$ cat src/rtl/demux_striping_nlane_if.sv
// Bus between the word source and the N-lane striping demux.
// The master drives words and the width request. The slave (the demux) returns
// the lane words, the per-lane valids and the stripe status.
interface demux_striping_nlane_if #(
  parameter int unsigned WIDTH = 32,
  parameter int unsigned LANES = 4
);
  logic [WIDTH-1:0]       data_input;
  logic                   valid_in;
  logic [1:0]             width_sel;
  logic [LANES*WIDTH-1:0] lane_data;
  logic [LANES-1:0]       valid_out;
  logic                   stripe_end;
  logic [3:0]             active_lanes;

  modport master (
    output data_input,
    output valid_in,
    output width_sel,
    input  lane_data,
    input  valid_out,
    input  stripe_end,
    input  active_lanes
  );

  modport slave (
    input  data_input,
    input  valid_in,
    input  width_sel,
    output lane_data,
    output valid_out,
    output stripe_end,
    output active_lanes
  );
endinterface

$ cat src/rtl/demux_striping_nlane.sv
// Round-robin striping of valid words across 1/2/4/8 active lanes (capped at LANES).
// Outputs are registered, so a word appears on its lane one cycle after it is accepted.
// A new link width is only adopted when the lane pointer is at zero, which is a stripe
// boundary. This keeps a stripe from being split across two widths.
module demux_striping_nlane #(
  parameter int unsigned WIDTH = 32,
  parameter int unsigned LANES = 4
) (
  input logic                   clk_2f,
  input logic                   reset_L,
  demux_striping_nlane_if.slave bus
);

  localparam int unsigned PTR_W = (LANES > 1) ? $clog2(LANES) : 1;
  localparam logic [3:0]  LANES_W = 4'(LANES);

  logic [PTR_W-1:0]       r_ptr;
  logic [3:0]             r_active;
  logic [LANES*WIDTH-1:0] r_lane_data;
  logic [LANES-1:0]       r_valid_out;
  logic                   r_stripe_end;

  logic [3:0]             w_req_raw;
  logic [3:0]             w_req;
  logic [3:0]             w_eff;
  logic [3:0]             w_ptr_ext;
  logic                   w_ptr_zero;
  logic                   w_last;
  logic [LANES-1:0]       w_sel_oh;

  // Decode the requested width, clamp it to the lanes that exist, and pick the
  // width that governs this cycle's wrap decision.
  always_comb begin
    w_req_raw  = 4'd1 << bus.width_sel;
    w_req      = (w_req_raw > LANES_W) ? LANES_W : w_req_raw;
    w_ptr_ext  = 4'(r_ptr);
    w_ptr_zero = (r_ptr == '0);
    // At a boundary the incoming word already obeys the new width.
    w_eff      = w_ptr_zero ? w_req : r_active;
    w_last     = (w_ptr_ext == (w_eff - 4'd1));
    w_sel_oh   = '0;
    for (int k = 0; k < int'(LANES); k++) begin
      w_sel_oh[k] = (w_ptr_ext == 4'(k));
    end
  end

  // Pointer, width latch and registered lane outputs.
  always_ff @(posedge clk_2f or negedge reset_L) begin
    if (!reset_L) begin
      r_ptr        <= '0;
      r_active     <= 4'd1;
      r_lane_data  <= '0;
      r_valid_out  <= '0;
      r_stripe_end <= 1'b0;
    end else begin
      if (w_ptr_zero) begin
        r_active <= w_req;
      end
      if (bus.valid_in) begin
        for (int k = 0; k < int'(LANES); k++) begin
          if (w_sel_oh[k]) begin
            r_lane_data[k*WIDTH +: WIDTH] <= bus.data_input;
          end
        end
        r_valid_out  <= w_sel_oh;
        r_stripe_end <= w_last;
        r_ptr        <= w_last ? '0 : (r_ptr + PTR_W'(1));
      end else begin
        // Idle cycles leave the pointer alone, so a gap does not break a stripe.
        r_valid_out  <= '0;
        r_stripe_end <= 1'b0;
      end
    end
  end

  assign bus.lane_data    = r_lane_data;
  assign bus.valid_out    = r_valid_out;
  assign bus.stripe_end   = r_stripe_end;
  assign bus.active_lanes = r_active;

endmodule

$ cat src/flat_wrapper.sv
// flat-port wrapper written by rule: the top's interface ports become plain ports
module demux_striping_nlane_flat 
#(
  parameter int unsigned WIDTH = 32,
  parameter int unsigned LANES = 4
)
  (clk_2f, reset_L, bus_data_input, bus_valid_in, bus_width_sel, bus_lane_data, bus_valid_out, bus_stripe_end, bus_active_lanes);
  demux_striping_nlane_if #(.WIDTH(WIDTH), .LANES(LANES)) bus_i ();
  input logic clk_2f;
  input logic reset_L;
  input wire logic [$bits(bus_i.data_input)-1:0] bus_data_input;
  input wire logic [$bits(bus_i.valid_in)-1:0] bus_valid_in;
  input wire logic [$bits(bus_i.width_sel)-1:0] bus_width_sel;
  output wire logic [$bits(bus_i.lane_data)-1:0] bus_lane_data;
  output wire logic [$bits(bus_i.valid_out)-1:0] bus_valid_out;
  output wire logic [$bits(bus_i.stripe_end)-1:0] bus_stripe_end;
  output wire logic [$bits(bus_i.active_lanes)-1:0] bus_active_lanes;
  assign bus_i.data_input = bus_data_input;
  assign bus_i.valid_in = bus_valid_in;
  assign bus_i.width_sel = bus_width_sel;
  assign bus_lane_data = bus_i.lane_data;
  assign bus_valid_out = bus_i.valid_out;
  assign bus_stripe_end = bus_i.stripe_end;
  assign bus_active_lanes = bus_i.active_lanes;
  demux_striping_nlane #(.WIDTH(WIDTH), .LANES(LANES)) u_core (.clk_2f(clk_2f), .reset_L(reset_L), .bus(bus_i));
endmodule
$ cat config.mk
export PLATFORM = sky130hd
export DESIGN_NAME = demux_striping_nlane_flat
export DESIGN_NICKNAME = d
export VERILOG_FILES = /design/src/rtl/demux_striping_nlane_if.sv /design/src/rtl/demux_striping_nlane.sv /design/src/flat_wrapper.sv
export SDC_FILE = /design/constraint.sdc
export NUM_CORES = 1
export LEC_CHECK = 0
export ABC_AREA = 1
export ABC_CLOCK_PERIOD_IN_PS = 5100
export CAP_MARGIN = 20
export CORE_MARGIN = 2
export CORE_UTILIZATION = 35
export DETAILED_ROUTE_END_ITERATION = 6
export GPL_TIMING_DRIVEN = 0
export SYNTH_ARGS = -nofsm -noshare
export SYNTH_HDL_FRONTEND = slang
export SYNTH_SLANG_ARGS = --single-unit
$ cat constraint.sdc
create_clock -name clk_2f -period 5.1 [get_ports clk_2f]
set_clock_uncertainty 0.15 [all_clocks]
set_input_delay 1.02 -clock clk_2f [delete_from_list [all_inputs] [get_ports clk_2f]]
set_output_delay 1.02 -clock clk_2f [all_outputs]
set_load 0.05 [all_outputs]
After elaboration in Yosys (flattened, before gate mapping)
Cells that the tools add are included.
Cells by class
  $add $sub $neg: 2
  $lt $le $gt $ge: 1
  equality and inequality tests: 4
  shifts and indexed selects: 1
  mux-type cells: 5
  reduce and logical (&&, ||, !) cells: 5
Operators by type and width (count)
  4-bit two-way mux: 3
  2-bit AND reduction: 4
  2-bit == test (second input constant): 2
  2-bit by 4-bit == test with 1-bit output: 1
  4-bit by 3-bit greater-than comparator with 1-bit output (second input constant): 1
  1-bit by 2-bit << shifter with 4-bit output (first input constant): 1
  4-bit by 1-bit subtractor with 4-bit output (second input constant): 1
  2-bit by 1-bit adder with 2-bit output (second input constant): 1
  2-bit by 1-bit == test with 1-bit output (second input constant): 1
  2-bit logical NOT: 1
  2-bit two-way mux: 1
  1-bit two-way mux: 1
Word-level totals
  bits in registers: 139
  input port bits: 37
  output and inout bits: 137
  logic and storage cells: 26

Longest topological paths before layout
  word-level depth: 7
  mapped depth: 15
  gate-level depth less buffers: 15

Worst setup path after synthesis
No wires, ideal clock.
  path kind: in2reg
  start: in bus_width_sel[0]
  end: reg u_core.r_ptr[0]
  library setup time: 116 ps
  data arrival time: 2079 ps
  data required time: 4834 ps
  slack: 2755 ps
  stages: 13
  buffers on the path: 0
  path through: nor2_1 > nand2_1 > nand2_2 > inv_2 > ha_1 > inv_1 > nand2_1 > nand2_1 > nand3_2 > nor2_2 > nand3_2 > nand2_1 > nand2_1
On the way
  cells in the longest elaborated chain, start to end: 7
Ends and longest elaborated chain
  start, declared: RTL line flat_wrapper.sv:13  | input wire logic [$bits(bus_i.width_sel)-1:0] bus_width_sel;
  1-bit by 2-bit << shifter with 4-bit output *: RTL line demux_striping_nlane.sv:34  | w_req_raw = 4'd1 << bus.width_sel;
  4-bit by 3-bit greater-than comparator with 1-bit output: RTL line demux_striping_nlane.sv:35  | w_req = (w_req_raw > LANES_W) ? LANES_W : w_req_raw;
  4-bit two-way mux *: RTL line demux_striping_nlane.sv:35
  4-bit two-way mux *
  net u_core.w_eff[0]: RTL line demux_striping_nlane.sv:25  | logic [3:0] w_eff;
  4-bit by 1-bit subtractor with 4-bit output *: RTL line demux_striping_nlane.sv:40  | w_last = (w_ptr_ext == (w_eff - 4'd1));
  2-bit by 4-bit == test with 1-bit output *: RTL line demux_striping_nlane.sv:40
  2-bit two-way mux *: RTL line demux_striping_nlane.sv:67  | r_ptr <= w_last ? '0 : (r_ptr + PTR_W'(1));
  end signal, assigned: RTL line demux_striping_nlane.sv:67
  end, declared: RTL line demux_striping_nlane.sv:17  | logic [PTR_W-1:0] r_ptr;
Mark *: on every way through the listed nets, which the timed path passes. The rest lies on a longest branch.
A chain may end at the register's enable or synchronous reset.

Worst setup path after layout
  start: reg u_core.r_active[0], in the netlist u_core.bus.active_lanes[0]
  end: out bus_active_lanes[0]
RTL lines
  start, declared: RTL line demux_striping_nlane.sv:18  | logic [3:0] r_active;
  start signal, assigned: RTL line demux_striping_nlane.sv:57  | r_active <= w_req;
  end, declared: RTL line flat_wrapper.sv:17  | output wire logic [$bits(bus_i.active_lanes)-1:0] bus_active_lanes;
No word-level cell between the ends.

==> impl_metrics.yaml <==
logic_synthesis:
  dominant_cells_by_area_after_synthesis: "sky130_fd_sc_hd__dfrtp_1 67%, sky130_fd_sc_hd__o21ai_0 11%, sky130_fd_sc_hd__nand2_1 11%, sky130_fd_sc_hd__inv_1 3.3%, sky130_fd_sc_hd__buf_2 1.6%"
  syn-instance-count: 514
  flop_and_latch_count_out_of_synthesis: 139
  yosys.area.top_type: "sky130_fd_sc_hd__dfrtp_1"
  syn-mean-instance-area_um2: 10.0
  synth.yosys.seq_area_share_pct: 67.5
  synth_top_cell_area_share_pct: 67.0
  synth.net_count: 556
  synth.cell_area_um2: 5150
  synth.yosys.warnings: 0
  yosys.cell_types.count: 17
clocking:
  cts.sink_count: 139
  cts_tree: "yes"
  numCtsBuffers: 17
  ctsRootBufferMaster: "sky130_fd_sc_hd__clkbuf_16"
  clk_path_buf_depth: 2
  clock_insertion_delay_worst_skew_ns: 0.41
  htree_levels: 4
  clk_pin_slew_worst_setup_hold_paths_ns: 0.05
  cts_post_setup_buffers_inserted: 0
  holdBufCountCts: 0
  cts_resized: 0
layout:
  insertedDiodeCount: 0
  layout-area-overhead-vs-synth_pct: 50.6
  final_nets: 749
  drive_gt1_share_pct: 8.21
  fill_cells: 1282
  fin_util_pct: 53.6
critical_path:
  critical_path_cell_count: 1
  worst-endpoint-arrival_ns: 1.75
  cpMaxStageDelayCell: "sky130_fd_sc_hd__clkdlybuf4s50_1"
  cp-end-kind: "output port"
  worst-path-buf-inv: 1
  path_delay_family: "buffers and inverters"
  setup.reg_to_reg.worst_slack_ns: 2.85
  r2r_cells: 15
  cp.required_ns: 3.93
  critPathKind: "reg2out"
  critical_path.cell_chain: "clkdlybuf4s50_1"
  critical_path.max_stage_delay_ns: 0.80
  timing.critical_path.from_type: "flip-flop"
  crit_path_max_fanout: 2
place:
  post-place-ws_ns: 2.18
  io_buffers: 173
  gp_congestion: 0.788
  place_hpwl_mm: 10.2
min_path:
  min_path_cells: 2
  hp-class: "reg2reg"
sta:
  final_max_slew_viol_count: 0
  unrepaired_setup_endpoints_after_global_routing: "false"
  hold-worst-slack_ns: 0.332
  fmax_mhz: 343
  portion_of_the_clock_cycle_consumed_by_the_worst_path_in_the_final_layout_pct: 57.2
  postLayoutSetupSlackWorst_ns: 2.18
  relSlewSlack_pct: 62.9
  finalWorstPathRequiredPeriod_ns: 2.92
  worst-slew-pin-transition_ns: 0.554
  final-setup-viol-count: 0
  timing.final.hold_violations: 0
floorplan:
  fp.dieArea_um2: 15700
  core.rowCount: 44
  io_pins: 174
  initial_core_utilization_pct: 35.6
  fp.dieW_um: 125
  placeableCoreArea_um2: 14500
  fp.dieH_um: 125
global_route:
  grt_pass1_wl_mm: 23.0
  grt_usage_pct: 18.7
  grt_antenna_before_repair: 0
  globalRoute.totalOverflow: 0
  number_of_global_route_vias_before_repair: 4283
  grt_max_degree: 87
route:
  drt-pass1-iter-count: 5
  vias_per_cell: 4.77
  routedWlPerCell_um: 16.0
  totalWireLength_mm: 14.5
  drc: 0
  drt_iter0_drc: 289
  num_vias: 4309
  route.antenna.remaining_nets: 0
status:
  status: "completed"
flow_run:
  max-cap-violations: 0
## synthesized netlist by cell type
master and n:
sky130_fd_sc_hd__nor2_2 2, sky130_fd_sc_hd__nand3_2 2, sky130_fd_sc_hd__inv_2 2, sky130_fd_sc_hd__nand2_4 1, sky130_fd_sc_hd__nand2_2 4, sky130_fd_sc_hd__buf_2 16
sky130_fd_sc_hd__nand3_1 4, sky130_fd_sc_hd__dfstp_2 1, sky130_fd_sc_hd__nand2_1 151, sky130_fd_sc_hd__o21ai_0 117, sky130_fd_sc_hd__inv_1 45, sky130_fd_sc_hd__nor2_1 3
sky130_fd_sc_hd__dfrtp_1 138, sky130_fd_sc_hd__clkbuf_1 11, sky130_fd_sc_hd__clkbuf_2 1, sky130_fd_sc_hd__o21ai_1 11, sky130_fd_sc_hd__ha_1 5
## metrics by stage
| stage | setup TNS [ns] | area (µm²) | cells |
|---|---|---|---|
| after floorplan | 0 | 5150 | 514 |
| final | 0 | 7760 | 903 |
| after detailed placement | 0 | 7140 | 872 |
| after global routing | 0 | 7760 | 903 |
| after CTS | 0 | 7760 | 903 |
| after global placement | -336.39 | 7110 | 871 |
## cell usage in the layout, fill, tap and decap left out, drive strengths merged
master	instances
clkdlybuf4s50	172
nand2	156
dfrtp	138
o21ai	128
inv	47
clkbuf	37
buf	18
nand3	6
ha	5
nor2	5
bufinv	3
clkinv	3
dfstp	1
## final cells by class
class | instances | area (µm²) | share of cell area (%)
buffer | 28 | 126 | 1.63
clock buffer | 25 | 505 | 6.52
clock inverter | 6 | 109 | 1.40
inverter | 47 | 176 | 2.27
multi-input combinational | 300 | 1370 | 17.7
sequential | 139 | 3480 | 44.9
tap | 184 | 230 | 2.97
timing repair buffer | 174 | 1760 | 22.7
## state kept, by name, summed over array words and instances, names as in the netlist
signal                   flops
u_core.bus.lane_data       128
u_core.r_ptr                 2
u_core.bus.valid_out         4
u_core.bus.active_lanes      4
u_core.bus.stripe_end        1
## metal layers
metal	up-vias	track usage [%]	routed length, µm
li1	2032	-	-
met1	2107	25.0	6450
met2	155	29.9	6970
met3	15	5.43	875
met4	0	5.49	163
met5	-	0	0
## worst paths after layout
kind | startpoint | to
min in group asynchronous | reset_L | u_core.bus.lane_data[111]
setup reg to reg | u_core.r_ptr[0] | u_core.r_ptr[1]
hold reg to reg | u_core.bus.lane_data[113] | u_core.bus.lane_data[113]
max in group asynchronous | reset_L | u_core.bus.lane_data[9]
setup / recovery | u_core.bus.active_lanes[0] | bus_active_lanes[0]
hold / removal | u_core.bus.lane_data[113] | u_core.bus.lane_data[113]
## kinds of logic (layout without fill, tap and decap cells)
logic type	Yosys count	after routing	synth area share, %
simple gates	167	167	12.9
fa+ha+maj	5	5	1.21
flops	139	139	67.5
compound gates	128	128	12.4
buf+inv	75	280	5.88
Power is not shown: default switching activity piles up to over one toggle a cycle in this logic, so the estimate is an artifact.
==> edit 1: new RTL, config.mk and constraints unchanged <==
`WIDTH` is set to 32 in 3 places; all go to 64.
--- a/src/rtl/demux_striping_nlane_if.sv
+++ b/src/rtl/demux_striping_nlane_if.sv
@@ -3,5 +3,5 @@
 // the lane words, the per-lane valids and the stripe status.
 interface demux_striping_nlane_if #(
-  parameter int unsigned WIDTH = 32,
+  parameter int unsigned WIDTH = 64,
   parameter int unsigned LANES = 4
 );
--- a/src/rtl/demux_striping_nlane.sv
+++ b/src/rtl/demux_striping_nlane.sv
@@ -4,5 +4,5 @@
 // boundary. This keeps a stripe from being split across two widths.
 module demux_striping_nlane #(
-  parameter int unsigned WIDTH = 32,
+  parameter int unsigned WIDTH = 64,
   parameter int unsigned LANES = 4
 ) (
--- a/src/flat_wrapper.sv
+++ b/src/flat_wrapper.sv
@@ -2,5 +2,5 @@
 module demux_striping_nlane_flat 
 #(
-  parameter int unsigned WIDTH = 32,
+  parameter int unsigned WIDTH = 64,
   parameter int unsigned LANES = 4
 )
Interface: changed (resized bus_data_input and bus_lane_data); port bits go from 174 to 334. The function was not compared with the original's and may differ.
==> edit 1 against the original RTL <==
- area after synthesis grew 88%
- setup slack lost 0.11 ns
- highest routed layer unchanged
- register-to-register slack lost 0.09 ns
- sequential cell count grew 128
- largest cell class unchanged
- cell area grew 88%
- fmax shrank 3.5%
- critical path depth is the same
- first-iteration DRC count grew 71%
- final cell count grew 90%
- routed wire length grew 120%
Power is not shown: default switching activity piles up to over one toggle a cycle in this logic, so the estimate is an artifact.
==> edit 1: results (changes against the original RTL) <==
[placement]
preCtsSetupSlack_ns = 2.007  ; was 2.183 ns
dpl_cell_area_um2 = 13550  ; was 7143 µm²
dp_hpwl_mm = 22.69  ; was 10.20 mm
place_congestion = 0.8290  ; was 0.7882
io_buffers = 333  ; was 173

[timing]
min_period_over_period = 0.5929  ; was 0.5719
worst_slew_pin_slew_ns = 0.6654  ; was 0.5542 ns

[synth]
ys_top_cells_by_count = nand2_1, dfrtp_1, o21ai_0  ; unchanged
syn_nets = 1032  ; was 556
synth_compound_area_frac = 0.1322  ; was 0.1243
synthArstFlopShare = 1.000  ; unchanged
yosysTopAreaCellShare = 0.6867  ; was 0.6702
synthAdderAreaFrac = 0.006454  ; was 0.01214
seq_area_frac_synth = 0.6894  ; was 0.6753
synth.distinct_cells = 14  ; was 17
synth_area_leaders = dfrtp_1, o21ai_0, nand2_1  ; unchanged

[global_routing]
grt_pass1_vias = 8325  ; was 4283
met3_usage = 0.07302  ; was 0.05434
grt_use_met1 = 0.2968  ; was 0.2501
grt_start_max_net_pins = 120  ; was 87
grt_use_total = 0.2217  ; was 0.1872
grt_pass1_wl_mm = 49.90  ; was 22.97 mm
gr-usage-met2 = 0.3482  ; was 0.2992

[drt]
route.met2.wl_mm = 14.20  ; was 6.967 mm
drt_iter0_drc = 493  ; was 289
wl_mm = 31.90  ; was 14.46 mm
wl_met1_mm = 13.79  ; was 6.452 mm
wl_met3_mm = 3.131  ; was 875 µm
drt-vias-per-instance = 4.713  ; was 4.772

[layout]
largest_register_ffs = 256  ; was 128
drive_above_1_share = 0.06320  ; was 0.08206
final_nets = 1397  ; was 749

[worst_setup_path]
crit_path_max_fanout = 2  ; unchanged
cpMaxStageDelayCell = clkdlybuf4s50_1  ; unchanged
endpoint = bus_active_lanes[0]  ; unchanged
worstRegToRegCells = 15  ; unchanged
r2r_setup_slack_ns = 2.76  ; was 2.85 ns
worstPathArrival_ns = 1.85  ; was 1.75 ns
cp-startpoint = u_core.bus.active_lanes[0]  ; unchanged
r2r-end = u_core.r_ptr[1]  ; unchanged

[cts]
clk_latency_ns = 0.53  ; was 0.41 ns
ctsResizeCount = 0  ; unchanged
cts.path.max_buffers = 3  ; was 2
cts-buffers-inserted = 28  ; was 17
clk_root_buffer_cell = clkbuf_16  ; unchanged
cts.htree.levels = 1  ; was 4
clk_pin_slew_ns = 0.06

[hold_path]
min_path_type = in -> async  ; was reg -> reg

[run_status]
status = finished clean  ; unchanged

edit 1: cell count changes after synthesis, moves of 17 or more:
cell and delta:
o21ai_0 +139, nand2_1 +132, dfrtp_1 +128, inv_1 +33, clkbuf_1 +17
edit 1: cell type report:
type / instances / area, µm²
repair buffers: 335 / 3393
clock inverters: 13 / 200.2
flip-flops and latches: 267 / 6683
plain buffers: 56 / 247.7
multi-input cells: 556 / 2466
well taps: 372 / 465.4
fillers: 2486 / 12510
inverters: 79 / 296.5
clock buffers: 39 / 843.3
edit 1: cells by family after synthesis:
group                    Yosys count
AND/OR/NAND/NOR                  295
buffers and inverters            135
flip-flops                       267
AO/OA/AOI/OAI                    256
adder cells (fa/ha/maj)            5
edit 1: stage by stage:
stage                     setup TNS [ns]  cells    util  hold slack (ns)
after floorplan                        0    958       -           0.3686
after global placement          -2371.25   1663  0.4978           0.3146
after detailed placement               0   1665  0.5000           0.3220
after CTS                              0   1717  0.5386           0.2267
after global routing                   0   1717  0.5386           0.2471
final                                  0   1717  0.5386           0.2328
==> edit 2: new RTL, same settings <==
Made on the original files. Make the reset (`reset_L`) synchronous in one clocked block.
--- a/src/rtl/demux_striping_nlane.sv
+++ b/src/rtl/demux_striping_nlane.sv
@@ -46,5 +46,5 @@
 
   // Pointer, width latch and registered lane outputs.
-  always_ff @(posedge clk_2f or negedge reset_L) begin
+  always_ff @(posedge clk_2f) begin
     if (!reset_L) begin
       r_ptr        <= '0;
Check against the original RTL: differs if reset_L is asserted again (counterexample within 4 cycles, from zero or initial values and one cycle with reset_L low); with reset_L held inactive, the same outputs for 4 cycles.
==> edit 2 against the original RTL <==
- setup slack improved by 0.13 ns
- routed wire length up 7.2%
- sequential cell count unchanged
- final cell count increased by 12%
- cell area down 3.9%
- area after synthesis down 4.4%
- die area decreased by 4.3%
- highest routed layer unchanged
==> edit 2: results (changes against the original RTL) <==
[drt]
routed-via-count = 4750  ; was 4309
firstDrtPassIters = 4  ; was 5
wl_per_cell_um = 15.32  ; was 16.01 µm
drt_iter0_drc = 324  ; was 289

[placement]
preCtsSetupSlack_ns = 2.123  ; was 2.183 ns
place_congestion = 0.8001  ; was 0.7882
dp_hpwl_mm = 11.51  ; was 10.20 mm
io_buffers = 172  ; was 173

[synth]
seq_area_frac_synth = 0.5649  ; was 0.6753
synth_compound_area_frac = 0.1331  ; was 0.1243
ys_top_cells_by_count = nor2_1, dfxtp_1, o21ai_0  ; was nand2_1, dfrtp_1, o21ai_0
synth.distinct_cells = 19  ; was 17
syn_nets = 671  ; was 556
synthAdderAreaFrac = 0.01270  ; was 0.01214
synth_area_leaders = dfxtp_1, nor2_1, o21ai_0  ; was dfrtp_1, o21ai_0, nand2_1
synthArstFlopShare = 0  ; was 1.000
dominantRegCellSynth = dfxtp_1  ; was dfrtp_1

[power]
cellLeakagePower_nw = 2.877
irDropWorstVdd_mv = 0.1894

[layout]
drive_above_1_share = 0.06370  ; was 0.08206
n_clock_buffer = 24  ; was 25
sh_seq_area = 0.3733  ; was 0.4485
buffers_excl_clock = 210  ; was 202
largest_register_ffs = 128  ; unchanged
nMultiInputCombCells = 436  ; was 300
final_nets = 862  ; was 749
fillCellCount = 1325  ; was 1282
buffer_area_frac = 0.2565  ; was 0.2432
seq_cell_count = 139  ; unchanged
nNonClkInverters = 16  ; was 47
clock_area_frac = 0.07789  ; was 0.07919
multi_input_area_um2 = 1893  ; was 1370 µm²

[global_routing]
grt_start_max_net_pins = 17  ; was 87
grt_use_total = 0.2117  ; was 0.1872
grt_antenna_before_repair = 0  ; unchanged
grt_pass1_vias = 4495  ; was 4283
grt_pass1_wl_mm = 23.69  ; was 22.97 mm

[worst_setup_path]
cp-startpoint = u_core.bus.lane_data[55]  ; was u_core.bus.active_lanes[0]
r2r_setup_slack_ns = 2.76  ; was 2.85 ns
timing.rr.start = u_core.r_ptr[0]  ; unchanged
r2r-end = u_core.r_ptr[0]  ; was u_core.r_ptr[1]
cpMaxStageDelayCell = clkdlybuf4s50_1  ; unchanged
worstRegToRegCells = 15  ; unchanged
endpoint = bus_lane_data[55]  ; was bus_active_lanes[0]
worstPathArrival_ns = 1.62  ; was 1.75 ns
cp_slowest_stage_delay_ns = 0.85  ; was 0.80 ns
path_delay_family = buffers and inverters  ; unchanged
end_kind = output port  ; unchanged

[timing]
worst_slew_pin_slew_ns = 0.5543  ; was 0.5542 ns
whs_ns = 0.3285  ; was 0.3320 ns
clock.fmax_mhz = 358.9  ; was 342.8 MHz
min_period_over_period = 0.5463  ; was 0.5719

[hold_path]
min_path_type = reg -> reg  ; unchanged
min_to = u_core.bus.lane_data[85]  ; was u_core.bus.lane_data[113]
min-delay-start = u_core.bus.lane_data[85]  ; was u_core.bus.lane_data[113]

[run_status]
status = finished clean  ; unchanged

[cts]
clk_latency_ns = 0.42

==> edit 2: cell types whose count changed after synthesis, sizes merged, moves of 3 or more <==
cell,delta
nand2,-129
clkbuf,+11
a21oi,+3
dfxtp,+139
nor2,+261
dfrtp,-138
inv,-32
==> edit 2: per-stage QoR <==
step | cells | area [µm²] | total power, mW | utilization
after CTS | 1012 | 7453 | 3.047 | 0.5390
final | 1012 | 7453 | 3.020 | 0.5390
after global placement | 981 | 6873 | 1.830 | 0.4971
after detailed placement | 981 | 6873 | 1.839 | 0.4971
after floorplan | 629 | 4926 | 1.610 | -
after global routing | 1012 | 7453 | 3.148 | 0.5390
==> edit 2: layer usage <==
| layer | up-vias | global-route usage | wire (µm) |
|---|---|---|---|
| li1 | 2387 | - | - |
| met1 | 2200 | 0.2577 | 6775 |
| met2 | 147 | 0.3444 | 7384 |
| met3 | 16 | 0.07481 | 1136 |
| met4 | 0 | 0.07830 | 204 |
| met5 | - | 0 | 0 |
